**src/rtl/pipe_sched.sv**
```systemverilog
// pipe_sched: valid/ready flow controller around a fixed-latency, non-stallable
// delay pipeline. A valid-bit shadow tracks occupied pipeline stages, a result
// FIFO catches the pipeline output, and upstream is throttled by credits so the
// FIFO can never overflow while downstream stalls.
// Optional build macro PIPE_SCHED_STATS_EN adds stat_in/stat_out/stat_stall.
module pipe_sched #(
  parameter int WIDTH = 8,
  parameter int DELAY = 4,
  parameter int DEPTH = 8
) (
  input  logic                       clk,
  input  logic                       reset_n,
  input  logic [WIDTH-1:0]           in_data,
  input  logic                       in_valid,
  output logic                       in_ready,
  output logic                       pipe_reset,
  output logic [WIDTH-1:0]           pipe_sink,
  input  logic [WIDTH-1:0]           pipe_source,
  output logic [WIDTH-1:0]           out_data,
  output logic                       out_valid,
  input  logic                       out_ready,
`ifdef PIPE_SCHED_STATS_EN
  output logic [31:0]                stat_in,
  output logic [31:0]                stat_out,
  output logic [31:0]                stat_stall,
`endif
  output logic [$clog2(DEPTH+1)-1:0] occupancy
);

  localparam int D     = (DELAY < 1) ? 1 : DELAY;
  localparam int CNT_W = $clog2(DEPTH + 1);
  localparam int PTR_W = (DEPTH > 1) ? $clog2(DEPTH) : 1;

  logic [CNT_W-1:0] credits;
  logic [CNT_W-1:0] count;
  logic [PTR_W-1:0] wr_ptr;
  logic [PTR_W-1:0] rd_ptr;
  logic [D-1:0]     vld_p;
  logic [WIDTH-1:0] mem [DEPTH];
  logic             issue;
  logic             pop;
  logic             push;

  // Pointer advance with explicit wrap, so DEPTH need not be a power of two.
  function automatic logic [PTR_W-1:0] ptr_inc(input logic [PTR_W-1:0] p);
    return (p == PTR_W'(DEPTH - 1)) ? '0 : p + 1'b1;
  endfunction

  assign in_ready  = (credits != '0) & ~pipe_reset;
  assign issue     = in_valid & in_ready;
  assign out_valid = (count != '0);
  assign pop       = out_valid & out_ready;
  assign push      = vld_p[D-1];
  assign pipe_sink = in_data;
  // Empty FIFO presents zero rather than a stale entry.
  assign out_data  = out_valid ? mem[rd_ptr] : '0;

  // Pipeline reset lingers for one clock after reset_n releases.
  always_ff @(posedge clk or negedge reset_n) begin
    if (!reset_n) pipe_reset <= 1'b1;
    else          pipe_reset <= 1'b0;
  end

  // Credit counter and its mirror, occupancy = DEPTH - credits, both registered.
  always_ff @(posedge clk or negedge reset_n) begin
    if (!reset_n) begin
      credits   <= CNT_W'(DEPTH);
      occupancy <= '0;
    end else begin
      case ({issue, pop})
        2'b10: begin
          credits   <= credits - 1'b1;
          occupancy <= occupancy + 1'b1;
        end
        2'b01: begin
          credits   <= credits + 1'b1;
          occupancy <= occupancy - 1'b1;
        end
        default: ;
      endcase
    end
  end

  // Valid-bit shadow of the delay pipeline; stage N holds the issue from N+1 clocks ago.
  always_ff @(posedge clk or negedge reset_n) begin
    if (!reset_n) begin
      vld_p <= '0;
    end else begin
      vld_p[0] <= issue;
      for (int i = 1; i < D; i++) vld_p[i] <= vld_p[i-1];
    end
  end

  // FIFO control: pointers and fill count; push and pop together leave count alone.
  always_ff @(posedge clk or negedge reset_n) begin
    if (!reset_n) begin
      wr_ptr <= '0;
      rd_ptr <= '0;
      count  <= '0;
    end else begin
      if (push) wr_ptr <= ptr_inc(wr_ptr);
      if (pop)  rd_ptr <= ptr_inc(rd_ptr);
      if (push && !pop)      count <= count + 1'b1;
      else if (pop && !push) count <= count - 1'b1;
    end
  end

  // FIFO storage captures the pipeline output in the cycle its valid bit exits.
  always_ff @(posedge clk) begin
    if (push) mem[wr_ptr] <= pipe_source;
  end

`ifdef PIPE_SCHED_STATS_EN
  // Free-running handshake and stall counters, wrapping at 2^32.
  always_ff @(posedge clk or negedge reset_n) begin
    if (!reset_n) begin
      stat_in    <= '0;
      stat_out   <= '0;
      stat_stall <= '0;
    end else begin
      if (issue)                  stat_in    <= stat_in + 1'b1;
      if (pop)                    stat_out   <= stat_out + 1'b1;
      if (out_valid && !out_ready) stat_stall <= stat_stall + 1'b1;
    end
  end
`endif

endmodule

```
**config.mk**
```make
export PLATFORM = sky130hd
export DESIGN_NAME = pipe_sched
export DESIGN_NICKNAME = d
export VERILOG_FILES = /design/src/rtl/pipe_sched.sv
export SDC_FILE = /design/constraint.sdc
export NUM_CORES = 1
export LEC_CHECK = 0
export CORE_MARGIN = 4
export CORE_UTILIZATION = 50
export CTS_BUF_LIST = sky130_fd_sc_hd__clkbuf_4
export CTS_CLUSTER_SIZE = 30
export DETAILED_ROUTE_END_ITERATION = 8
export GPL_TIMING_DRIVEN = 0
export PLACE_DENSITY = 0.72
export SETUP_SLACK_MARGIN = 0.05
export SYNTH_ARGS = -nofsm -noshare
export SYNTH_HDL_FRONTEND = slang
export SYNTH_SLANG_ARGS = --single-unit
```
**constraint.sdc**
```tcl
create_clock -name clk -period 4.55 [get_ports clk]
set_input_delay 0.91 -clock clk [delete_from_list [all_inputs] [get_ports clk]]
set_output_delay 0.91 -clock clk [all_outputs]
set_load 0.005 [all_outputs]
```
== After elaboration in Yosys (flattened, before gate mapping) ==
Memory sizes are Yosys's and may differ from the RTL's.
Index checks and enable logic that the tools add are counted.

* Register bits after elaboration: 23
* Bits in latches: 0
* RAM bits: 64
* Memory bits (read-only): 0
* Logic and storage cells: 41
* Memories: 1

* Add/sub/neg operators: 8
* $mul: 0
* Divide/modulo/power cells: 0
* Magnitude comparators: 0
* Equal/unequal tests: 4
* Shift-type cells: 0
* Mux-type cells: 9
* Bitwise operators: 4
* Reduce and logical (&&, ||, !) cells: 8

{| class="wikitable"
|+ Memories
! name !! words !! bits a word !! rd ports !! clocked after Yosys merged registers in !! wr ports !! line !! RTL
|-
| mem || 8 || 8 || 1 || 0 || 1 || 39 || <nowiki>logic [WIDTH-1:0] mem [DEPTH];</nowiki>
|}

{| class="wikitable"
|+ Operators with widths
! cell !! count
|-
| case mux 4 bit (2 select lines) || 2
|-
| adder 4 x 1 -> 4 bit, second input constant || 3
|-
| subtractor 4 x 1 -> 4 bit, second input constant || 3
|-
| two-way mux 4 bit || 2
|-
| two-way mux 8 bit || 1
|-
| nonzero test 4 bit || 2
|-
| adder 3 x 1 -> 3 bit, second input constant || 2
|-
| equality test 3 bit, second input constant || 2
|-
| two-way mux 3 bit || 2
|-
| nonzero test 2 bit || 2
|-
| AND 1 bit || 3
|-
| equality test 2 x 1 -> 1 bit, second input constant || 1
|-
| equality test 2 bit, second input constant || 1
|-
| logical AND 1 bit || 2
|-
| logical NOT 1 bit || 2
|-
| two-way mux 1 bit || 2
|-
| NOT 1 bit || 1
|}

== Longest topological paths before layout ==
* Word-level depth: 5
* Mapped depth: 10
* Gate-level depth less buffers: 9

== Worst setup path before layout ==
OpenSTA, ideal clock, no wires.

* Path kind: input to register
* From: input out_ready
* To: register credits[3]
* Setup time: 0.088 ns
* Data arrival time: 2.670 ns
* Data required time: 4.462 ns
* Path slack: 1.792 ns
* Stages on the path: 9
* Path buffers: 1
* Path through: nand2_1 > inv_1 > ha_1 > clkbuf_1 > inv_1 > ha_1 > or4_1 > o211ai_1 > o211ai_1

* Longest elaborated chain between the ends: 3
* Elaborated cells on any way between the ends: 5
* Those cells by class: eq/ne (2); mux (1); bitwise (1); reduce/logical (1)

{| class="wikitable"
|+ Ends and longest elaborated chain
! what !! line !! RTL
|-
| start: declaration || 21 || <nowiki>input logic out_ready,</nowiki>
|-
| AND 1 bit * || 52 || <nowiki>assign pop = out_valid & out_ready;</nowiki>
|-
| via pop || 41 || <nowiki>logic pop;</nowiki>
|-
| equality test 2 x 1 -> 1 bit / equality test 2 bit (equally long branches) || 70 || <nowiki>case ({issue, pop})</nowiki>
|-
| case mux 4 bit (2 select lines) / nonzero test 2 bit (equally long branches) || - ||
|-
| end signal: assignment || 67 || <nowiki>credits <= CNT_W'(DEPTH);</nowiki>
|-
| end signal: assignment || 72 || <nowiki>credits <= credits - 1'b1;</nowiki>
|-
| end signal: assignment || 76 || <nowiki>credits <= credits + 1'b1;</nowiki>
|-
| end: declaration || 34 || <nowiki>logic [CNT_W-1:0] credits;</nowiki>
|}

Mark *: on every way through the listed nets, which the timed path passes. The rest lies on a longest branch.
A chain may end at the register's enable or synchronous reset.

== Worst setup path in the final report ==
* From: register rd_ptr[1]
* To: output out_data[6]

* Longest elaborated chain between the ends: 2

{| class="wikitable"
|+ Ends and longest elaborated chain
! what !! line !! RTL
|-
| start: declaration || 37 || <nowiki>logic [PTR_W-1:0] rd_ptr;</nowiki>
|-
| start signal: assignment || 102 || <nowiki>if (pop) rd_ptr <= ptr_inc(rd_ptr);</nowiki>
|-
| memory (8 x 8 bit) || - ||
|-
| two-way mux 8 bit || 56 || <nowiki>assign out_data = out_valid ? mem[rd_ptr] : '0;</nowiki>
|-
| end: declaration || 19 || <nowiki>output logic [WIDTH-1:0] out_data,</nowiki>
|}

No other way between the ends.

==> results.sh <==
export IMPL_drtAntennaViolNets=0
export IMPL_post_cts_resized=0
export IMPL_cts_root_buffer="clkbuf_4"
export IMPL_relSlewSlack=0.1241
export IMPL_cp_max_fo=10
export IMPL_initial_core_util=0.5216
export IMPL_r2r_end="credits[3]"
export IMPL_finalSetupTns_ps=0
export IMPL_dpl_hpwl_mm=4.662
export IMPL_fill_cells=565
export IMPL_synth_edf_count=64
export IMPL_rsz0062_at_grt="false"
export IMPL_io_buffers=34
export IMPL_die_height_um=95.68
export IMPL_yosysWarnings=0
export IMPL_grt_first_pass_wirelength_mm=10.99
export IMPL_cts_setup_buffers=0
export IMPL_period_needed_ps=3602
export IMPL_dr_pass1_iters=5
export IMPL_synth_top_cell_area_share=0.5000
export IMPL_synth_avg_cell_area_um2=16.43
export IMPL_die_w_um=95.68
export IMPL_via_count=2134
export IMPL_grt_max_degree=24
export IMPL_period_share=0.7916
export IMPL_clk_pin_slew_ps=130
export IMPL_nNetsFinal=314
export IMPL_area_delta_synth_final_pct=15.92
export IMPL_setup_worst_path_end="out_data[6]"
export IMPL_globalplace_congestion=0.7464
export IMPL_status="completed"
export IMPL_critPathCaptureType="output port"
export IMPL_finClkSkew_ps=12.04
export IMPL_cp_slowest_stage_delay_ps=550
export IMPL_cts_tree="built"
export IMPL_r2r_setup_slack_ps=1440
export IMPL_grt_usage=0.1661
export IMPL_worstPathCellList="buf_2 -> clkbuf_1 -> mux4_2 -> a22o_1 -> clkdlybuf4s50_1"
export IMPL_syn_inst=234
export IMPL_cp_arrival_ps=2690
export IMPL_ff2ff_path_depth=10
export IMPL_synthFlopType="edfxtp_1"
export IMPL_ys_seq_elements=87
export IMPL_synth_cell_types=37
export IMPL_required_ps=3640
export IMPL_grt_pass1_vias=2089
export IMPL_path_class="flop to output port"
export IMPL_antenna_found_initial=0
export IMPL_rows=31
export IMPL_async_flop_share=0.2644
export IMPL_slew_violations=0
export IMPL_crit_start="rd_ptr[1]"
export IMPL_syn_area_um2=3844
export IMPL_timing_rr_start="count[0]"
export IMPL_clk_latency_ps=430
export IMPL_setup_violations=0
export IMPL_cts_sinks=87
export IMPL_hold_viol=0
export IMPL_fmax_mhz=277.6
export IMPL_core_area_um2=7370
export IMPL_viasPerCell=5.572
export IMPL_drt_iter0_drc=113
export IMPL_slowest_stage="clkbuf_1"
export IMPL_grt_ovfl_total=0
export IMPL_ir_drop_mv=0.1627
export IMPL_drc=0
export IMPL_worst_setup_path_start_kind="flop"
export IMPL_cts_buffer_depth=2
export IMPL_p_leak_nw=1.572
export IMPL_cts_hold_fix_buffers=0
export IMPL_ys_top_cells_by_area="edfxtp_1 (50%), dfrtp_1 (14%), mux4_2 (9.4%)"
export IMPL_diodes=0
export IMPL_cts_made_buffers=9
export IMPL_synth_most_common_cell="edfxtp_1"
export IMPL_dieArea_um2=9154
export IMPL_htree_num_levels=3
export IMPL_whs_ps=363.8
export IMPL_seq_area_frac_synth=0.6504
export IMPL_yosysTopAreaCell="edfxtp_1"
export IMPL_max_slew_worst_pin_slew_ps=1304
export IMPL_drt_wl_total_mm=6.941
export IMPL_synthTopCellsByCount="edfxtp_1 (64), dfrtp_1 (21), mux4_2 (16)"
export IMPL_post_drt_wl_per_cell_um=18.12
export IMPL_synth_nets=269
export IMPL_drive_above_1_share=0.2077
export IMPL_hp_class="flop to flop"
export IMPL_p_per_area_nw_per_um2=297.7
export IMPL_top_level_ports=43
export IMPL_cap_violations=0
==> layout make-up <==
| cell class | instances | area [um^2] | area share |
|---|---|---|---|
| well taps | 99 | 123.9 | 0.02780 |
| clock inverters | 6 | 67.56 | 0.01516 |
| clock buffers | 10 | 75.07 | 0.01685 |
| multi-input cells | 123 | 1207 | 0.2710 |
| inverters | 6 | 22.52 | 0.005055 |
| flip-flops and latches | 87 | 2500 | 0.5611 |
| plain buffers | 18 | 118.9 | 0.02668 |
| repair buffers | 34 | 340.3 | 0.07638 |
==> per-layer routing <==
metal | up-vias | routed length [um] | GRT usage
li1 | 991 | - | -
met1 | 1078 | 3123 | 0.2228
met2 | 53 | 3425 | 0.2629
met3 | 12 | 297 | 0.04262
met4 | 0 | 95 | 0.06043
met5 | - | 0 | 0
==> through the flow <==
step / setup slack [ps] / cells / util / power, W / area [um^2]
floorplan: 1792 / 234 / - / 0.0008763 / 3844
global placement: 984.1 / 367 / 0.5846 / 0.0009034 / 4308
detailed placement: 949.3 / 367 / 0.5846 / 0.0009048 / 4308
CTS: 910.8 / 383 / 0.6039 / 0.001339 / 4451
global route: 830.7 / 383 / 0.6046 / 0.001377 / 4456
finish: 948.2 / 383 / 0.6046 / 0.001326 / 4456
==> power breakdown <==
part / switching (W) / leakage (nW) / internal (W)
combinational: 0.0000148 / 0.607 / 0.0000193
sequential: 0.000000229 / 0.889 / 0.000853
clock: 0.000262 / 0.0750 / 0.000177
total: 0.000277 / 1.57 / 0.00105
==> registers in the layout (all words and copies together) (netlist names) <==
| register | cells |
|---|---|
| count | 4 |
| credits | 4 |
| mem | 64 |
| occupancy | 4 |
| pipe_reset | 1 |
| rd_ptr | 3 |
| vld_p | 4 |
| wr_ptr | 3 |
==> worst min-delay path by stage <==
stage | endpoint | depth (start not counted) | slack, ps | startpoint
global placement | vld_p[1] | 0 | 330 | vld_p[0]
finish | vld_p[3] | 0 | 360 | vld_p[2]
CTS | vld_p[3] | 0 | 370 | vld_p[2]
detailed placement | vld_p[3] | 0 | 340 | vld_p[2]
floorplan | vld_p[1] | 0 | 330 | vld_p[0]
global route | vld_p[3] | 0 | 380 | vld_p[2]
==> critical path, delay by kind of cell (launching register included) <==
family          cells  cell delay (ps)
flops               1              370
mux                 1              410
compound gates      1              230
buf+inv             3             1260
==> placed cells by master, fill, tap and decap left out, types with 2 or more instances in the layout <==
cell / instances
a2111o_1: 3
a21oi_1: 6
a22o_1: 8
buf_2: 2
buf_4: 9
buf_6: 2
clkbuf_1: 5
clkbuf_4: 10
clkdlybuf4s50_1: 34
dfrtp_1: 21
dfstp_2: 2
edfxtp_1: 64
fa_1: 3
ha_1: 12
inv_1: 6
inv_6: 2
mux2_2: 9
mux2i_1: 2
mux4_2: 16
nand2_1: 10
nand2b_1: 3
nand3_1: 6
nand3b_1: 2
nor2_1: 9
nor3_1: 3
nor3b_1: 3
o211ai_1: 5
o21ai_0: 4
or3_1: 2
or4_1: 2
xnor2_1: 5
==> kinds of logic after synthesis <==
kind of cell               count (synthesis)  synth area share
AOI/OAI and AO/OA                         27           0.05209
xor gates and xnor gates                   6           0.01367
adders and majority gates                 15           0.05469
buffers and inverters                     24           0.03678
DFF                                       87            0.6504
muxes                                     27            0.1253
other                                      1         0.0009756
and+or+nand+nor                           47           0.06608
No activity file was read; power rests on OpenSTA's default activity.
